**src/rtl/key_responder.sv**
```systemverilog
// ----------------------------------------------------------------------------
// key_responder
//
// Responding end of the key_req / key_id / key_ack / key interface. Holds
// NUM_KEYS slots. Each slot has a 32-bit ID, a valid bit and eight 32-bit key
// words. A request walks the slots one per cycle, and the lowest matching
// index wins. On a hit, the key is gathered one word per cycle, MSB word
// first. The result is returned with a single-cycle key_ack.
//
// Ports
//   clk156         sole clock
//   areset_clk156  asynchronous, active-high reset
//   key_req        request strobe (sampled only while idle)
//   key_id         requested key ID, sampled with key_req
//   key_ack        one-cycle response strobe
//   key_valid      1 = hit, 0 = miss; valid from key_ack onwards
//   key            returned key, held until the next key_ack
//   busy           high whenever a request is in progress
//   cfg_we         config write strobe
//   cfg_addr       {slot, word[3:0]}:
//                    word 0     = ID
//                    word 1     = bit 0 is the valid bit
//                    words 8-15 = key words 0-7
//   cfg_wdata      config write data
//   hit_count      saturating hit counter
//   miss_count     saturating miss counter
// ----------------------------------------------------------------------------
module key_responder #(
  parameter  int NUM_KEYS      = 4,
  localparam int SLOT_BITS     = $clog2(NUM_KEYS),
  localparam int CFG_ADDR_BITS = SLOT_BITS + 4
) (
  input  logic                     clk156,
  input  logic                     areset_clk156,
  input  logic                     key_req,
  input  logic [31:0]              key_id,
  output logic                     key_ack,
  output logic                     key_valid,
  output logic [255:0]             key,
  output logic                     busy,
  input  logic                     cfg_we,
  input  logic [CFG_ADDR_BITS-1:0] cfg_addr,
  input  logic [31:0]              cfg_wdata,
  output logic [31:0]              hit_count,
  output logic [31:0]              miss_count
);

  typedef enum logic [1:0] {
    S_IDLE,
    S_SEARCH,
    S_FETCH,
    S_ACK
  } state_t;

  // Slot storage
  logic [31:0]         r_slot_id    [NUM_KEYS];
  logic [NUM_KEYS-1:0] r_slot_valid;
  logic [31:0]         r_slot_word  [NUM_KEYS][8];

  // Request engine
  state_t               r_state;
  logic [31:0]          r_id_reg;
  logic [SLOT_BITS-1:0] r_idx;
  logic [SLOT_BITS-1:0] r_slot;
  logic [2:0]           r_w;
  logic [255:0]         r_key_shift;

  // Registered outputs
  logic                 r_key_ack;
  logic                 r_key_valid;
  logic [255:0]         r_key;
  logic                 r_busy;
  logic [31:0]          r_hit_count;
  logic [31:0]          r_miss_count;

  logic [SLOT_BITS-1:0] w_cfg_slot;
  logic [3:0]           w_cfg_word;
  logic                 w_cfg_slot_ok;
  logic                 w_slot_match;
  logic                 w_last_idx;
  logic [31:0]          w_fetch_word;
  logic [255:0]         w_shift_next;

  assign w_cfg_slot    = cfg_addr[CFG_ADDR_BITS-1:4];
  assign w_cfg_word    = cfg_addr[3:0];
  // With a non-power-of-two NUM_KEYS, addresses beyond the last slot are dropped.
  assign w_cfg_slot_ok = (32'(w_cfg_slot) < NUM_KEYS);

  // The valid bit and ID are read live, so a valid bit cleared mid-search
  // turns that slot into a miss.
  assign w_slot_match  = r_slot_valid[r_idx] && (r_slot_id[r_idx] == r_id_reg);
  assign w_last_idx    = (r_idx == SLOT_BITS'(NUM_KEYS - 1));
  assign w_fetch_word  = r_slot_word[r_slot][r_w];
  assign w_shift_next  = {r_key_shift[223:0], w_fetch_word};

  // --------------------------------------------------------------------------
  // Config write port. Writes are accepted in every engine state.
  // --------------------------------------------------------------------------
  always_ff @(posedge clk156 or posedge areset_clk156) begin
    if (areset_clk156) begin
      // NOTE: slot storage is cleared by reset so that every slot reads as
      // invalid afterwards. That is why these are flops and not a RAM macro.
      for (int s = 0; s < NUM_KEYS; s++) begin
        r_slot_id[s] <= '0;
        for (int w = 0; w < 8; w++) begin
          r_slot_word[s][w] <= '0;
        end
      end
      r_slot_valid <= '0;
    end else if (cfg_we && w_cfg_slot_ok) begin
      if (w_cfg_word == 4'd0) begin
        r_slot_id[w_cfg_slot] <= cfg_wdata;
      end else if (w_cfg_word == 4'd1) begin
        r_slot_valid[w_cfg_slot] <= cfg_wdata[0];
      end else if (w_cfg_word[3]) begin
        r_slot_word[w_cfg_slot][w_cfg_word[2:0]] <= cfg_wdata;
      end
    end
  end

  // --------------------------------------------------------------------------
  // Request engine. The outputs are registered. key_ack, key, key_valid and
  // the counters are loaded on the edge that enters S_ACK, so they are
  // visible for the whole ACK cycle.
  // --------------------------------------------------------------------------
  always_ff @(posedge clk156 or posedge areset_clk156) begin
    if (areset_clk156) begin
      r_state      <= S_IDLE;
      r_id_reg     <= '0;
      r_idx        <= '0;
      r_slot       <= '0;
      r_w          <= '0;
      r_key_shift  <= '0;
      r_key_ack    <= 1'b0;
      r_key_valid  <= 1'b0;
      r_key        <= '0;
      r_busy       <= 1'b0;
      r_hit_count  <= '0;
      r_miss_count <= '0;
    end else begin
      // NOTE: non-blocking assignments let every branch below read the
      // pre-edge value of each register, regardless of statement order.
      r_key_ack <= 1'b0;
      case (r_state)
        S_IDLE: begin
          if (key_req) begin
            r_id_reg <= key_id;
            r_idx    <= '0;
            r_busy   <= 1'b1;
            r_state  <= S_SEARCH;
          end
        end

        S_SEARCH: begin
          if (w_slot_match) begin
            r_slot  <= r_idx;
            r_w     <= '0;
            r_state <= S_FETCH;
          end else if (w_last_idx) begin
            r_key_ack   <= 1'b1;
            r_key_valid <= 1'b0;
            r_key       <= '0;
            if (r_miss_count != '1) begin
              r_miss_count <= r_miss_count + 32'd1;
            end
            r_state <= S_ACK;
          end else begin
            r_idx <= r_idx + 1'b1;
          end
        end

        S_FETCH: begin
          r_key_shift <= w_shift_next;
          r_w         <= r_w + 3'd1;
          if (r_w == 3'd7) begin
            r_key_ack   <= 1'b1;
            r_key_valid <= 1'b1;
            r_key       <= w_shift_next;
            if (r_hit_count != '1) begin
              r_hit_count <= r_hit_count + 32'd1;
            end
            r_state <= S_ACK;
          end
        end

        S_ACK: begin
          // key_req is deliberately ignored here. The next request is taken
          // from IDLE on the following cycle.
          r_busy  <= 1'b0;
          r_state <= S_IDLE;
        end

        default: begin
          r_state <= S_IDLE;
        end
      endcase
    end
  end

  assign key_ack    = r_key_ack;
  assign key_valid  = r_key_valid;
  assign key        = r_key;
  assign busy       = r_busy;
  assign hit_count  = r_hit_count;
  assign miss_count = r_miss_count;

endmodule

```
**config.mk**
```make
export PLATFORM = sky130hd
export DESIGN_NAME = key_responder
export DESIGN_NICKNAME = d
export VERILOG_FILES = /design/src/rtl/key_responder.sv
export SDC_FILE = /design/constraint.sdc
export NUM_CORES = 2
export LEC_CHECK = 0
export ABC_CLOCK_PERIOD_IN_PS = 115500
export CORE_MARGIN = 2
export CORE_UTILIZATION = 40
export CTS_BUF_LIST = sky130_fd_sc_hd__clkbuf_4 sky130_fd_sc_hd__clkbuf_8 sky130_fd_sc_hd__clkbuf_16
export DETAILED_ROUTE_END_ITERATION = 6
export REMOVE_ABC_BUFFERS = 1
export SYNTH_ARGS = -nofsm -noshare
export SYNTH_HDL_FRONTEND = slang
export SYNTH_SLANG_ARGS = --single-unit
export TNS_END_PERCENT = 50
```
**constraint.sdc**
```tcl
create_clock -name clk156 -period 115.5 [get_ports clk156]
set_input_delay 11.55 -clock clk156 [delete_from_list [all_inputs] [get_ports clk156]]
set_output_delay 11.55 -clock clk156 [all_outputs]
set_load 0.02 [all_outputs]
```
* After elaboration in Yosys (flattened, before gate mapping)
Cells that the tools add are included.
** Cells by class
- Add/sub/neg operators :: 4
- Multiply operators :: 0
- Divide/modulo/power cells :: 0
- Order comparisons :: 10
- Eq/ne operators :: 16
- Shifts and indexed selects :: 0
- Mux-type cells :: 47
- Bitwise logic cells :: 8
- Reduce and logical (&&, ||, !) cells :: 21
** Operator list (count)
- 256-bit 2-to-1 mux :: 6
- 1024-bit bitwise mux :: 1
- 256-bit binary-select mux with 2-bit select :: 1
- 256-bit demux with 2-bit select :: 1
- 256-bit one-hot mux with 2 select lines :: 1
- 32-bit 2-to-1 mux :: 6
- 128-bit bitwise mux :: 1
- 32-bit binary-select mux with 3-bit select :: 1
- 32-bit demux with 3-bit select :: 1
- 32-bit by 1-bit adder with 32-bit output (second input constant) :: 2
- 32-bit binary-select mux with 2-bit select :: 1
- 32-bit demux with 2-bit select :: 1
- 32-bit inequality test (second input constant) :: 2
- 32-bit == test :: 1
- 4-bit AND reduction :: 4
- 2-bit 2-to-1 mux :: 7
- 2-bit inequality test (second input constant) :: 6
- 2-bit AND reduction :: 5
- 3-bit >= comparator (second input constant) :: 3
- 1-bit 2-to-1 mux :: 9
- 2-bit NOT with 3-bit output :: 3
- 3-bit AND reduction :: 3
- 4-bit >= comparator (second input constant) :: 2
- 3-bit NOT with 4-bit output :: 2
- 24 further kinds :: 36
** Storage, ports and cells
- Register bits after elaboration :: 1744
- Latch bits :: 0
- Bits in writable memories :: 0
- ROM bits :: 0
- Input bits :: 74
- Output and inout port bits :: 323
- Word-level logic and storage cells :: 155
- Memories kept :: 0

* Depth between registers and ports, before layout
- Word-level depth :: 9
- Mapped depth :: 14
- Gate-level depth less buffers :: 8

* Least setup slack after synthesis
OpenSTA, ideal clock, no wires.
- Path kind :: input -> register
- From :: input cfg_addr[0]
- To :: register r_slot_id[10] in the netlist's numbering
- Library setup time :: 125 ps
- Arrival :: 13243 ps
- Data required time :: 115375 ps
- Path slack :: 102132 ps
- Stages :: 6
- Path buffers :: 3
- Path through :: clkbuf_1 nor4_1 and3_1 clkbuf_1 buf_1 mux2_2
** Between the ends
- Word-level cells in the longest chain between the ends :: 2
** Ends and longest elaborated chain
- start: declaration :: RTL line 42 : input logic [CFG_ADDR_BITS-1:0] cfg_addr,
- 4-bit logical NOT :: RTL line 111 : if (w_cfg_word == 4'd0) begin
- 2-bit AND reduction (no source line)
- end signal: indexed assignment :: RTL line 112 : r_slot_id[w_cfg_slot] <= cfg_wdata;
- end: declaration :: RTL line 56 : logic [31:0] r_slot_id [NUM_KEYS];
No other way between the ends.
A chain may end at the register's enable or synchronous reset.

==> PnR_summary.wiki <==
{| class="wikitable"
! Metric !! Value
|-
| Leak pwr || 39.5 nW
|-
| Half-perimeter wire length after detailed placement || 105,000 um
|-
| Routed wire per std cell || 25.0 um
|-
| Root Buffer Master || sky130_fd_sc_hd__clkbuf_16
|-
| Top cells by area, synth || sky130_fd_sc_hd__dfrtp_1, sky130_fd_sc_hd__mux2_2, sky130_fd_sc_hd__mux4_2
|-
| Maximum count of clock buffers along a single path || 3
|-
| Number of clock buffers inserted by TritonCTS || 187
|-
| Core footprint || 185,000 um^2
|-
| Slowest CP cell || sky130_fd_sc_hd__buf_4
|-
| Kind of launch point of the worst setup path || input pin
|-
| Slew headroom || 12.6%
|-
| Gate count after technology mapping || 4,641
|-
| Post-route antenna net violation count || 0
|-
| Cell count along the critical path || 7
|-
| Setup_tns || 0 ns
|-
| Share of post-route cells with drive strength above 1 || 43.8%
|-
| Pre-CTS worst setup slack || 98.00 ns
|-
| Most flops, register || r_slot_word
|-
| Clock insertion delay at the later pin of the skew report || 0.83 ns
|-
| Series of cell instances along the critical path || clkdlybuf4s50_1 -> inv_8 -> buf_4 -> buf_4 -> buf_4 -> buf_4 -> buf_12
|-
| DRT Wirelength || 189,000 um
|-
| Routability Congestion || 0.793
|-
| Synthesized flop and latch total || 1,744
|-
| Chip height || 435 um
|-
| Quantity of gates resized following cts || 0
|-
| RSZ-0062 raised after global routing || false
|-
| Number of synthesized flops with an enable pin || 0
|-
| Total iterations of the first detailed-routing run || 7
|-
| Critical path capture point type || async pin
|-
| Crit Path Category || input pin to async pin
|-
| Data required time at the worst endpoint || 116.25 ns
|-
| Dominant synthesized flop cell || sky130_fd_sc_hd__dfrtp_1
|-
| Maximum clock rate || 60.6 MHz
|-
| CP most frequent cell || sky130_fd_sc_hd__buf_4
|-
| Maximum number of pins on one net before global-route repair || 177
|-
| Power share of the sequential group || 45.1%
|-
| Final max-slew violation count || 0
|-
| Post-route minimum period || 16.49 ns
|-
| Xor and xnor fraction of the mapped netlist area || 1.07%
|-
| Clock-pin slew reported for the worst setup and hold paths after clock tree synthesis || 0.06 ns
|-
| Hold WC Path Type || flip-flop to flip-flop
|-
| Internal || 1.27 mW
|-
| Critical Path Max Stage Delay || 0.94 ns
|-
| Distinct cell type count of the synthesized netlist || 50
|-
| Final setup violation count || 0
|-
| Area share of fa/ha/maj cells after synthesis || 0.152%
|-
| Part of the total power dissipated in combinational logic || 19.3%
|-
| Final layout net count || 5,012
|-
| Worst hold path depth || 1
|-
| Dominant combinational cell family by area after synthesis || multiplexers
|-
| Clock power frac || 35.6%
|-
| Global-route total usage across every layer || 20.1%
|-
| Cells on worst reg2reg path || 12
|-
| Share of the cycle needed by the critical path after routing || 14.3%
|-
| Max FFs per register || 1,024
|-
| Antenna violations before repair || 8
|-
| Power density over the cells || 20.1 nW/um^2
|-
| Initial DRC count || 2,683
|-
| Clk_skew || 0.0291 ns
|-
| Global-route wire length before repair || 289,000 um
|-
| Vias per cell || 5.46
|-
| Signal arrival time at the worst endpoint || 17.24 ns
|-
| Total clock sinks || 1,744
|-
| H-tree levels || 4
|-
| Maxcap violations || 0
|-
| Switching Fraction || 27.7%
|-
| Post-Synth Simple-Gate Area || 1.67%
|-
| Psw || 485 uW
|-
| Status || completed
|-
| Portion of synthesized cell area occupied by the leading cell type || 58.8%
|-
| Synthesized-area fraction occupied by ao, oa, aoi and oai cells || 3.63%
|-
| Dominant delay contributor by cell family on the critical path || buffers and inverters
|-
| Proportion of synthesized area in mux cells || 32.2%
|-
| Buffering stage count on the worst path with inverters included || 7
|-
| CTS hold repair buffers || 0
|-
| Global route total overflow || 0
|-
| Share of synthesized flip-flops with an asynchronous set or reset || 100%
|-
| Number of I/O pins || 397
|-
| Netlist area before placement || 74,200 um^2
|-
| Via count || 41,300
|-
| Number of setup buffers added after CTS || 0
|-
| P&R area growth vs syn || 17.5%
|-
| Dominant cell type by area after synthesis || sky130_fd_sc_hd__dfrtp_1
|-
| Critical Path Fanout Max || 176
|-
| Die area || 189,000 um^2
|-
| Placement row count || 158
|-
| Width of the chip || 435 um
|-
| Port Buffer Count || 396
|-
| Seq/Total Area, Yosys || 58.8%
|-
| Post-route DRC || 0
|-
| Synth warn || 0
|-
| Measured slew at the worst slew-check pin || 1.31 ns
|-
| Fin worst setup slack || 99.01 ns
|-
| Vias in the first global route || 43,200
|-
| Final hold violation count || 0
|-
| TritonCTS clock tree || built
|-
| Worst IR drop on VDD || 0.0000160 V
|-
| Initial Util || 40.1%
|-
| Syn_area_per_cell || 16.0 um^2
|}
-- layout by cell type, fill, tap and decap left out, drive strengths merged, types with 4 or more instances in the layout --
| master | netlist | layout |
|---|---|---|
| a21oi | 35 | 35 |
| a22o | 258 | 258 |
| and2 | 7 | 7 |
| and3 | 16 | 16 |
| and4 | 5 | 5 |
| buf | 121 | 95 |
| bufinv | 0 | 9 |
| clkbuf | 270 | 294 |
| clkdlybuf4s50 | 0 | 395 |
| clkinv | 0 | 32 |
| dfrtp | 1744 | 1744 |
| ha | 9 | 9 |
| inv | 45 | 53 |
| mux2 | 1388 | 1388 |
| mux2i | 47 | 47 |
| mux4 | 345 | 345 |
| nand2 | 61 | 61 |
| nand3 | 24 | 24 |
| nand4 | 18 | 18 |
| nor2 | 67 | 67 |
| nor2b | 4 | 4 |
| nor3 | 28 | 28 |
| nor3b | 5 | 5 |
| nor4 | 11 | 11 |
| o21ai | 7 | 7 |
| xnor2 | 43 | 43 |
| xor2 | 48 | 48 |
-- per-stage QoR --
stage | area [um^2] | hold slack [ns] | power (mW) | utilization (%) | std cells
finish | 87200 | 0.485 | 1.75 | 47.2 | 7568
CTS | 87200 | 0.488 | 1.77 | 47.2 | 7565
floorplan | 72500 | 0.462 | 1.05 | - | 4250
detailed placement | 80600 | 0.475 | 1.15 | 43.6 | 7220
global placement | 80600 | 0.470 | 1.13 | 43.6 | 7220
global route | 87200 | 0.503 | 1.84 | 47.2 | 7568
-- worst register-to-register path, cell delays in order, from the launching register on --
cell and delay [ns]:
sky130_fd_sc_hd__dfrtp_2 0.64, sky130_fd_sc_hd__buf_4 0.50, sky130_fd_sc_hd__mux4_2 0.59, sky130_fd_sc_hd__xnor2_1 0.41, sky130_fd_sc_hd__nand4_1 0.22, sky130_fd_sc_hd__nor4_1 0.40, sky130_fd_sc_hd__nand4_1 0.25, sky130_fd_sc_hd__o211ai_2 0.20
sky130_fd_sc_hd__buf_4 0.39, sky130_fd_sc_hd__a21o_4 0.58, sky130_fd_sc_hd__buf_4 0.74, sky130_fd_sc_hd__buf_4 0.89, sky130_fd_sc_hd__a22o_1 0.35
-- synth_stat cells, drive strengths merged (3+ instances only) --
cell type  instances
nand2             61
mux2            1388
o21ai              7
xor2              48
dfrtp           1744
clkbuf           270
nand3b             3
nor2b              4
buf              121
nor4              11
ha                 9
mux4             345
xnor2             43
nor3              28
inv               45
mux2i             47
a22o             258
and2               7
or2                3
nand3             24
nor3b              5
and4               5
a221oi             3
and3              16
nand4             18
a21oi             35
nor2              67
-- cell type report --
class | instances | area, um^2
fillers | 15900 | 97700
flip-flops and latches | 1744 | 43700
multi-input cells | 2461 | 29000
clock buffers | 294 | 5920
repair buffers | 490 | 4730
well taps | 2480 | 3100
clock inverters | 51 | 619
inverters | 45 | 176
diodes | 3 | 7.51
-- logic make-up (layout without fill, tap and decap cells) --
| kind of cell | Yosys count | in the layout |
|---|---|---|
| mux | 1780 | 1780 |
| flops | 1744 | 1744 |
| compound gates | 325 | 325 |
| fa+ha+maj | 9 | 9 |
| other cells | 0 | 3 |
| simple gates | 256 | 256 |
| xor+xnor | 91 | 91 |
| buf+inv | 436 | 880 |
-- final timing paths --
path,from,endpoint,slack [ns]
max,areset_clk156,r_slot_word[769],99.01
min,r_key_shift[222],key[254],0.48
max reg2reg,r_idx[0],key[65],109.27
min reg2reg,r_key_shift[222],key[254],0.48
max in group clk156,cfg_we,r_slot_word[50],101.54
min in group asynchronous,areset_clk156,miss_count[15],11.35
-- metal layers --
layer / GRT usage [%] / share of wire [%]
met1: 27.4 / 44
met2: 33.7 / 50
met3: 3.02 / 3.5
met4: 5.32 / 2.2
met5: 0 / 0.022
-- power by group through the flow --
stage,Sequential [mW],Combinational [mW],Clock (mW)
global placement,0.797,0.338,0
CTS,0.791,0.345,0.639
finish,0.790,0.338,0.623
floorplan,0.797,0.258,0
detailed placement,0.801,0.344,0
global route,0.805,0.368,0.664
(Power assumes the default switching activity.)
